[src/rtl/clkgen_wb_master_if.sv]
// -----------------------------------------------------------------------------
// clkgen_wb_master_if
// Purpose : Bundles the command/response handshake and the Wishbone-style bus
//           signals of clkgen_wb_master into one interface.
// Signals : i_cmd_valid, i_cmd_we, i_cmd_dat   command offered to the master
//           o_cmd_ready                         master can accept a command
//           o_rsp_valid, o_rsp_dat, o_rsp_err   one-cycle completion report
//           o_busy                              master is not idle
//           o_wb_adr, o_wb_dat, o_wb_we,
//           o_wb_cyc                            bus request towards responder
//           i_wb_rdt, i_wb_ack                  responder read data / ack
// Modports: master -- the clkgen_wb_master block itself
//           slave  -- the environment (command source and bus responder)
// The i_/o_ prefixes are written from the point of view of the master block.
// -----------------------------------------------------------------------------
interface clkgen_wb_master_if;
    logic        i_cmd_valid;
    logic        o_cmd_ready;
    logic        i_cmd_we;
    logic [31:0] i_cmd_dat;
    logic        o_rsp_valid;
    logic [31:0] o_rsp_dat;
    logic        o_rsp_err;
    logic        o_busy;
    logic [31:0] o_wb_adr;
    logic [31:0] o_wb_dat;
    logic        o_wb_we;
    logic        o_wb_cyc;
    logic [31:0] i_wb_rdt;
    logic        i_wb_ack;

    modport master (
        input  i_cmd_valid, i_cmd_we, i_cmd_dat, i_wb_rdt, i_wb_ack,
        output o_cmd_ready, o_rsp_valid, o_rsp_dat, o_rsp_err, o_busy,
               o_wb_adr, o_wb_dat, o_wb_we, o_wb_cyc
    );

    modport slave (
        output i_cmd_valid, i_cmd_we, i_cmd_dat, i_wb_rdt, i_wb_ack,
        input  o_cmd_ready, o_rsp_valid, o_rsp_dat, o_rsp_err, o_busy,
               o_wb_adr, o_wb_dat, o_wb_we, o_wb_cyc
    );
endinterface

[src/rtl/clkgen_wb_master.sv]
// -----------------------------------------------------------------------------
// clkgen_wb_master
// Purpose : Single-outstanding bus master. Accepts one read/write command,
//           raises o_wb_cyc towards a fixed address, waits for an acknowledge
//           with a per-attempt timeout, retries a bounded number of times
//           after one idle gap cycle, and reports completion with a one-cycle
//           response pulse (o_rsp_err set when every attempt timed out).
// Params  : TIMEOUT_CYCLES  cycles of cyc without ack before an attempt is
//                           abandoned (1..65535)
//           MAX_RETRY       re-attempts after the first timeout (0..7)
//           TGT_ADR         constant bus address
// Ports   : i_clk    sole clock, rising edge
//           i_rst_n  asynchronous active-low reset
//           bus      clkgen_wb_master_if.master (command, response, bus)
// -----------------------------------------------------------------------------
module clkgen_wb_master #(
    parameter int unsigned TIMEOUT_CYCLES = 255,
    parameter int unsigned MAX_RETRY      = 2,
    parameter logic [31:0] TGT_ADR        = 32'h0000_0000
) (
    input  logic                      i_clk,
    input  logic                      i_rst_n,
    clkgen_wb_master_if.master        bus
);

    typedef enum logic [1:0] {
        ST_IDLE = 2'd0,
        ST_REQ  = 2'd1,
        ST_GAP  = 2'd2,
        ST_RESP = 2'd3
    } state_t;

    // Last count value seen before the timeout fires; reaching it with no ack
    // means the attempt has had TIMEOUT_CYCLES cycles of cyc high.
    localparam logic [15:0] TO_LAST   = 16'(TIMEOUT_CYCLES - 1);
    localparam logic [2:0]  RETRY_LIM = 3'(MAX_RETRY);

    state_t      r_state;
    logic [15:0] r_cnt;
    logic [2:0]  r_retry;
    logic        r_cmd_ready;
    logic        r_rsp_valid;
    logic [31:0] r_rsp_dat;
    logic        r_rsp_err;
    logic        r_busy;
    logic        r_wb_cyc;
    logic [31:0] r_wb_dat;
    logic        r_wb_we;

    // Control FSM; every output is a register updated together with the state.
    always_ff @(posedge i_clk or negedge i_rst_n) begin
        if (!i_rst_n) begin
            r_state     <= ST_IDLE;
            r_cnt       <= 16'd0;
            r_retry     <= 3'd0;
            r_cmd_ready <= 1'b0;
            r_rsp_valid <= 1'b0;
            r_rsp_dat   <= 32'd0;
            r_rsp_err   <= 1'b0;
            r_busy      <= 1'b0;
            r_wb_cyc    <= 1'b0;
            r_wb_dat    <= 32'd0;
            r_wb_we     <= 1'b0;
        end else begin
            r_rsp_valid <= 1'b0;
            case (r_state)
                ST_IDLE: begin
                    if (bus.i_cmd_valid && r_cmd_ready) begin
                        r_wb_we     <= bus.i_cmd_we;
                        r_wb_dat    <= bus.i_cmd_dat;
                        r_cnt       <= 16'd0;
                        r_retry     <= 3'd0;
                        r_rsp_dat   <= 32'd0;
                        r_rsp_err   <= 1'b0;
                        r_wb_cyc    <= 1'b1;
                        r_busy      <= 1'b1;
                        r_cmd_ready <= 1'b0;
                        r_state     <= ST_REQ;
                    end else begin
                        // Also raises ready on the first edge after reset.
                        r_cmd_ready <= 1'b1;
                    end
                end
                ST_REQ: begin
                    // Ack is tested first so it wins over a coinciding timeout.
                    if (bus.i_wb_ack) begin
                        r_rsp_dat   <= r_wb_we ? 32'd0 : bus.i_wb_rdt;
                        r_rsp_err   <= 1'b0;
                        r_rsp_valid <= 1'b1;
                        r_wb_cyc    <= 1'b0;
                        r_state     <= ST_RESP;
                    end else if (r_cnt == TO_LAST) begin
                        // r_cnt <= TIMEOUT_CYCLES, which fits in 16 bits.
                        r_cnt       <= r_cnt + 16'd1;
                        r_wb_cyc    <= 1'b0;
                        r_state     <= ST_GAP;
                    end else begin
                        r_cnt       <= r_cnt + 16'd1;
                    end
                end
                ST_GAP: begin
                    if (r_retry < RETRY_LIM) begin
                        r_retry     <= r_retry + 3'd1;
                        r_cnt       <= 16'd0;
                        r_wb_cyc    <= 1'b1;
                        r_state     <= ST_REQ;
                    end else begin
                        r_rsp_dat   <= 32'd0;
                        r_rsp_err   <= 1'b1;
                        r_rsp_valid <= 1'b1;
                        r_state     <= ST_RESP;
                    end
                end
                ST_RESP: begin
                    r_rsp_dat   <= 32'd0;
                    r_rsp_err   <= 1'b0;
                    r_busy      <= 1'b0;
                    r_cmd_ready <= 1'b1;
                    r_state     <= ST_IDLE;
                end
                default: begin
                    r_wb_cyc    <= 1'b0;
                    r_busy      <= 1'b0;
                    r_cmd_ready <= 1'b0;
                    r_state     <= ST_IDLE;
                end
            endcase
        end
    end

    assign bus.o_cmd_ready = r_cmd_ready;
    assign bus.o_rsp_valid = r_rsp_valid;
    assign bus.o_rsp_dat   = r_rsp_dat;
    assign bus.o_rsp_err   = r_rsp_err;
    assign bus.o_busy      = r_busy;
    assign bus.o_wb_adr    = TGT_ADR;
    assign bus.o_wb_dat    = r_wb_dat;
    assign bus.o_wb_we     = r_wb_we;
    assign bus.o_wb_cyc    = r_wb_cyc;

endmodule

[src/flat_wrapper.sv]
// flat-port wrapper written by rule: the top's interface ports become plain ports
module clkgen_wb_master_flat 
#(
    parameter int unsigned TIMEOUT_CYCLES = 255,
    parameter int unsigned MAX_RETRY      = 2,
    parameter logic [31:0] TGT_ADR        = 32'h0000_0000
)
  (i_clk, i_rst_n, bus_i_cmd_valid, bus_i_cmd_we, bus_i_cmd_dat, bus_i_wb_rdt, bus_i_wb_ack, bus_o_cmd_ready, bus_o_rsp_valid, bus_o_rsp_dat, bus_o_rsp_err, bus_o_busy, bus_o_wb_adr, bus_o_wb_dat, bus_o_wb_we, bus_o_wb_cyc);
  clkgen_wb_master_if bus_i ();
  input  logic i_clk;
  input  logic i_rst_n;
  input wire logic [$bits(bus_i.i_cmd_valid)-1:0] bus_i_cmd_valid;
  input wire logic [$bits(bus_i.i_cmd_we)-1:0] bus_i_cmd_we;
  input wire logic [$bits(bus_i.i_cmd_dat)-1:0] bus_i_cmd_dat;
  input wire logic [$bits(bus_i.i_wb_rdt)-1:0] bus_i_wb_rdt;
  input wire logic [$bits(bus_i.i_wb_ack)-1:0] bus_i_wb_ack;
  output wire logic [$bits(bus_i.o_cmd_ready)-1:0] bus_o_cmd_ready;
  output wire logic [$bits(bus_i.o_rsp_valid)-1:0] bus_o_rsp_valid;
  output wire logic [$bits(bus_i.o_rsp_dat)-1:0] bus_o_rsp_dat;
  output wire logic [$bits(bus_i.o_rsp_err)-1:0] bus_o_rsp_err;
  output wire logic [$bits(bus_i.o_busy)-1:0] bus_o_busy;
  output wire logic [$bits(bus_i.o_wb_adr)-1:0] bus_o_wb_adr;
  output wire logic [$bits(bus_i.o_wb_dat)-1:0] bus_o_wb_dat;
  output wire logic [$bits(bus_i.o_wb_we)-1:0] bus_o_wb_we;
  output wire logic [$bits(bus_i.o_wb_cyc)-1:0] bus_o_wb_cyc;
  assign bus_i.i_cmd_valid = bus_i_cmd_valid;
  assign bus_i.i_cmd_we = bus_i_cmd_we;
  assign bus_i.i_cmd_dat = bus_i_cmd_dat;
  assign bus_i.i_wb_rdt = bus_i_wb_rdt;
  assign bus_i.i_wb_ack = bus_i_wb_ack;
  assign bus_o_cmd_ready = bus_i.o_cmd_ready;
  assign bus_o_rsp_valid = bus_i.o_rsp_valid;
  assign bus_o_rsp_dat = bus_i.o_rsp_dat;
  assign bus_o_rsp_err = bus_i.o_rsp_err;
  assign bus_o_busy = bus_i.o_busy;
  assign bus_o_wb_adr = bus_i.o_wb_adr;
  assign bus_o_wb_dat = bus_i.o_wb_dat;
  assign bus_o_wb_we = bus_i.o_wb_we;
  assign bus_o_wb_cyc = bus_i.o_wb_cyc;
  clkgen_wb_master #(.TIMEOUT_CYCLES(TIMEOUT_CYCLES), .MAX_RETRY(MAX_RETRY), .TGT_ADR(TGT_ADR)) u_core (.i_clk(i_clk), .i_rst_n(i_rst_n), .bus(bus_i));
endmodule
[config.mk]
export PLATFORM = sky130hd
export DESIGN_NAME = clkgen_wb_master_flat
export DESIGN_NICKNAME = d
export VERILOG_FILES = /design/src/rtl/clkgen_wb_master_if.sv /design/src/rtl/clkgen_wb_master.sv /design/src/flat_wrapper.sv
export SDC_FILE = /design/constraint.sdc
export NUM_CORES = 1
export LEC_CHECK = 0
export CAP_MARGIN = 20
export CORE_ASPECT_RATIO = 0.75
export CORE_MARGIN = 1.5
export CORE_UTILIZATION = 44
export DETAILED_ROUTE_END_ITERATION = 10
export PLACE_DENSITY = 0.81
export SLEW_MARGIN = 20
export SYNTH_ARGS = -nofsm -noshare
export SYNTH_HDL_FRONTEND = slang
export SYNTH_SLANG_ARGS = --single-unit
[constraint.sdc]
create_clock -name i_clk -period 3.25 [get_ports i_clk]
set_clock_uncertainty 0.15 [all_clocks]
set_input_delay 0.975 -clock i_clk [delete_from_list [all_inputs] [get_ports i_clk]]
set_output_delay 0.975 -clock i_clk [all_outputs]
set_load 0.01 [all_outputs]
# [Word level (Yosys, flattened, before mapping)]
# Cells that the tools add are included.
[classes] addsub=2 order_cmp=1 eq_ne=10 n_mux=32 reduce_logical=12
[ops] cell="$mux W32" n=4
[ops] cell="$pmux W32 S4" n=1
[ops] cell="$mux W16" n=3
[ops] cell="$pmux W16 S3" n=1
[ops] cell="$add A16 B1 Y16 const B" n=1
[ops] cell="$eq A16 B8 Y1 const B" n=1
[ops] cell="$mux W1" n=10
[ops] cell="$mux W2" n=4
[ops] cell="$pmux W2 S4" n=1
[ops] cell="$reduce_and A4 Y1" n=2
[ops] cell="$mux W3" n=2
[ops] cell="$ne A2 B2 Y1 const B" n=3
[ops] cell="$pmux W1 S2" n=3
[ops] cell="$pmux W3 S2" n=1
[ops] cell="$reduce_and A2 Y1" n=3
[ops] cell="$reduce_and A3 Y1" n=2
[ops] cell="$eq A2 B2 Y1 const B" n=2
[ops] cell="$ne A2 B1 Y1 const B" n=2
[ops] cell="$pmux W1 S4" n=1
[ops] cell="$reduce_bool A2 Y1" n=2
[ops] cell="$add A3 B1 Y3 const B" n=1
[ops] cell="$lt A3 B2 Y1 const B" n=1
[ops] cell="$ne A3 B2 Y1 const B" n=1
[ops] cell="$pmux W1 S3" n=1
[ops] cell="4 further kinds" n=4
[word_totals] reg_bits=91 inputBits=69 out_inout_bits=102 word_cells=68

# [Longest topological paths before layout]
# Gate-level depths: netlist of run 1.
[depth] ltp_word=4 mapped_depth=10 mapped_depth_nobuf=6

# [Worst setup path before layout of run 1]
# No wires, ideal clock.
[synth_timing] path_type="in2reg" startpoint="input port bus_i_cmd_valid" endpoint="register u_core.r_cnt[15]" setup_ns=0.079 arrival_time_ns=2.119 t_required_ns=3.021 path_slack_ns=0.901 cell_stages=6 path_buffers=2 path_cell_list="a21boi_4 or3_1 buf_2 buf_6 nor4_1 mux2i_1"
[synth_via] elab_chain_cells=3
[synth_rtl] item="start, declared" line_no="flat_wrapper.sv:12" text="input wire logic [$bits(bus_i.i_cmd_valid)-1:0] bus_i_cmd_valid;"
[synth_rtl] item="$logic_and A1 B1 Y1" line_no="clkgen_wb_master.sv:68" text="if (bus.i_cmd_valid && r_cmd_ready) begin"
[synth_rtl] item="$ne A2 B1 Y1 (no source line)"
[synth_rtl] item="$reduce_and A4 Y1 (no source line)"
[synth_rtl] item="end signal, assigned" line_no="clkgen_wb_master.sv:94" text="r_cnt <= r_cnt + 16'd1;"
[synth_rtl] item="end signal, assigned" line_no="clkgen_wb_master.sv:98" text="r_cnt <= r_cnt + 16'd1;"
[synth_rtl] item="end, declared" line_no="clkgen_wb_master.sv:39" text="logic [15:0] r_cnt;"
# Every way passes these cells.
# A chain may end at the register's enable or synchronous reset.

# [Final worst setup path of run 1]
[layout_timing] startpoint="input port bus_i_cmd_valid" endpoint="register u_core.r_cnt[7]"
# The elaborated chain is that of the path after synthesis.

==> impl_metrics.tcl, run 1 <==
set metrics [dict create \
    port-buffer-count 138 \
    syn_avg_cell_area_um2 10.7 \
    synth-seq-cells 91 \
    gp_congestion 0.859 \
    critPathSlowestCell "clkdlybuf4s50_1" \
    die-height_um 88.3 \
    synthesis.area_mm2 0.00427 \
    post-route-period-util_pct 89.4 \
    multi_input_area_mm2 0.00164 \
    critPathCaptureType "flop" \
    cp_max_fo 15 \
    setup_viol 0 \
    grt_max_degree 65 \
    max-cap-violations 0 \
    achievable-frequency_mhz 344 \
    ant_nets 0 \
    rrSetupSlack_ns 0.58 \
    netlist_instances 398 \
    min_to "u_core.bus.o_wb_dat[18]$_DFFE_PN0P_" \
    finish.instance_area_mm2 0.00598 \
    ir_drop_uv 561 \
    switching_share_pct 34.6 \
    cts.sinks 91 \
    synth_top_area_share_pct 53.4 \
    synth_ff_type "dfrtp_1" \
    coreArea_mm2 0.00923 \
    synth-edff-count 0 \
    vias 3312 \
    grt_use_total_pct 19.4 \
    p_switching_mw 1.82 \
    reg2reg_depth 6 \
    postCtsHoldBufs 0 \
    reg2reg_to "u_core.r_cnt[7]$_DFFE_PN0P_" \
    drc_errors 0 \
    slew_viol_final 0 \
    clk_path_buf_depth 2 \
    yosys.area.top_type "dfrtp_1" \
    avgViaCountPerCell 4.99 \
    min-delay-start "u_core.bus.o_wb_dat[18]$_DFFE_PN0P_" \
    hold_path.class "reg2reg" \
    yosysMostFrequentCell "dfrtp_1" \
    pwr-share-clk_pct 19.9 \
    grt_pass1_wl_um 15400 \
    slew_headroom_pct 65.2 \
    cp.required_ns 3.35 \
    hold_depth 1 \
    finalSetupTns_ns 0 \
    start_util_pct 46.2 \
    final-seq-area_mm2 0.00228 \
    p_comb_share_pct 45.6 \
    ys_top_cells_by_count "dfrtp_1, o21ai_0, nand3_1, inv_1, mux2_2" \
    drtIter0Drc 101 \
    final_cells 664 \
    htreeDepth 3 \
    cp-start-kind "input port" \
    root_buffer "clkbuf_16" \
    cts_made_buffers 9 \
    p_int_mw 3.44 \
    finalWirelength_um 9630 \
    rows 30 \
    cts_setup_buffers 0 \
    power_density_mw_per_mm2 880 \
    tightestPinTransition_ns 0.523 \
    path_class "in2reg" \
    grt-ovfl-total 0 \
    slowest_delay_ns 0.60 \
    reg2reg_from "u_core.r_state[0]$_DFFE_PN0P_" \
    dp_cells 648 \
    seq_power_share_pct 34.5 \
    tritoncts "built" \
    hpwl_um 6930 \
    cts_resized 0 \
    hold_slack_ns 0.353 \
    firstDrtPassIters 4 \
    min_period_ns 2.91 \
    async_reset_ff_share_pct 100 \
    critical-path-top-delay-family "simple AND/OR/NAND/NOR gates" \
    syn2layout_area_growth_pct 40.2 \
    drive_gt1_share_pct 12.1 \
    rsz0062_at_grt "false" \
    hold_violations 0 \
    die_w_um 117 \
    wl_per_cell_um 14.5 \
    cp.arrival_ns 3.01 \
    ys_warn_count 0 \
    post_dp_cell_area_mm2 0.00568 \
    insertedDiodeCount 0 \
    grt_pass1_vias 3202 \
    num-fill-cells 761 \
    outcome "finished clean" \
    dieArea_mm2 0.0103 \
    synth_cell_types 47 \
    fin_total_pwr_mw 5.26 \
    antenna_found_initial 0 \
    ys_seq_area_share_pct 53.4 \
    io_pins 171 \
    critPathBufInv 1 \
    clk_latency_ns 0.33 \
    p_leak_nw 2.51 \
    cp_cell_sequence "clkdlybuf4s50_1 -> a21boi_4 -> or3_1 -> or4_1 -> a21oi_1" \
    yosys-top-cells-area "dfrtp_1, mux2_2, buf_4" \
    cts.clk_slew.worst_paths_ns 0.06 \
    final_nets 607 \
]
-- logic make-up after synthesis --
logic type / count (synthesis) / synth area share (%)
XOR/XNOR: 1 / 0.205
other: 1 / 0.0879
multiplexers: 38 / 9.94
AO/OA/AOI/OAI: 76 / 10.9
buffers and inverters: 90 / 11.4
AND/OR/NAND/NOR: 94 / 12.0
adder cells (fa/ha/maj): 7 / 2.05
flip-flops: 91 / 53.4
-- final cells by class --
type,instances,share of cell area (%)
Sequential cell,91,38.1
Multi-Input combinational cell,248,27.4
Timing Repair Buffer,144,24.4
Clock buffer,11,4.06
Tap cell,128,2.68
Inverter,37,2.32
Clock inverter,5,1.03
-- stage by stage --
stage	util [%]	worst slack, ns
final	64.8	0.345
after CTS	64.8	0.373
after floorplan	-	0.901
after global placement	61.5	0.125
after detailed placement	61.5	0.0138
after global routing	64.8	0.279
-- worst max path at each step --
| stage | depth (start not counted) | endpoint | startpoint |
|---|---|---|---|
| 6_report | 5 | u_core.r_cnt[7]$_DFFE_PN0P_ | bus_i_cmd_valid |
| 4_1_cts | 5 | u_core.r_cnt[7]$_DFFE_PN0P_ | bus_i_cmd_valid |
| 2_1_floorplan | 6 | u_core.r_cnt[15]$_DFFE_PN0P_ | bus_i_cmd_valid |
| 3_5_place_dp | 5 | u_core.r_cnt[7]$_DFFE_PN0P_ | bus_i_cmd_valid |
| 5_1_grt | 5 | u_core.r_cnt[7]$_DFFE_PN0P_ | bus_i_cmd_valid |
| 3_3_place_gp | 5 | u_core.r_cnt[9]$_DFFE_PN0P_ | bus_i_cmd_valid |
-- state kept, by name, summed over array words and instances (netlist names), 2 cells and up --
signal / cells
u_core.bus.o_rsp_dat: 32
u_core.bus.o_wb_dat: 32
u_core.r_cnt: 16
u_core.r_retry: 3
u_core.r_state: 2
-- per-layer routing --
layer / vias up / wire length [µm] / GRT usage [%]
met3: 7 / 1040 / 8.42
li1: 1576 / - / -
met5: - / 0 / 0
met1: 1584 / 4020 / 24.0
met4: 0 / 89 / 5.91
met2: 145 / 4480 / 31.1
-- placed cells by master, fill, tap and decap left out, types with 2 or more instances in the layout --
| master | netlist | final |
|---|---|---|
| a21o_1 | 3 | 3 |
| a21oi_1 | 11 | 11 |
| a31oi_1 | 2 | 2 |
| and4_1 | 3 | 3 |
| buf_12 | 0 | 3 |
| buf_4 | 32 | 4 |
| clkbuf_16 | 0 | 9 |
| clkdlybuf4s50_1 | 0 | 137 |
| clkinvlp_4 | 0 | 3 |
| conb_1 | 1 | 32 |
| dfrtp_1 | 91 | 91 |
| ha_1 | 7 | 7 |
| inv_1 | 37 | 37 |
| mux2_2 | 35 | 35 |
| mux2i_1 | 3 | 3 |
| nand2_1 | 13 | 13 |
| nand2b_1 | 2 | 2 |
| nand3_1 | 39 | 39 |
| nand4_1 | 4 | 4 |
| nor2_1 | 6 | 6 |
| nor2b_1 | 3 | 2 |
| nor3_1 | 5 | 5 |
| nor4_1 | 3 | 3 |
| o21a_1 | 2 | 2 |
| o21ai_0 | 41 | 41 |
| o31ai_1 | 6 | 6 |
| or3_1 | 4 | 4 |
| or4_1 | 5 | 5 |
-- worst register-to-register path, stage by stage (launching register included) --
cell and delay, ns:
dfrtp_1 0.46, inv_1 0.10, ha_1 0.34, o21a_1 0.20
or3_1 0.57, or4_1 0.59, a21oi_1 0.17
-- power groups by stage --
stage | clock (mW) | combinational (mW) | sequential, mW
3_3_place_gp | 0 | 2.36 | 1.81
2_1_floorplan | 0 | 1.11 | 1.99
4_1_cts | 1.08 | 2.42 | 1.82
3_5_place_dp | 0 | 2.42 | 1.83
5_1_grt | 1.13 | 2.62 | 1.88
6_report | 1.05 | 2.40 | 1.82
(Power assumes the default switching activity.)
==> run 2, diff against run 1 <==
Settings changed: CTS_CLUSTER_DIAMETER set to 200.
==> results of run 2 <==
The final DEF is identical to that of run 1; final timing and power are the same.
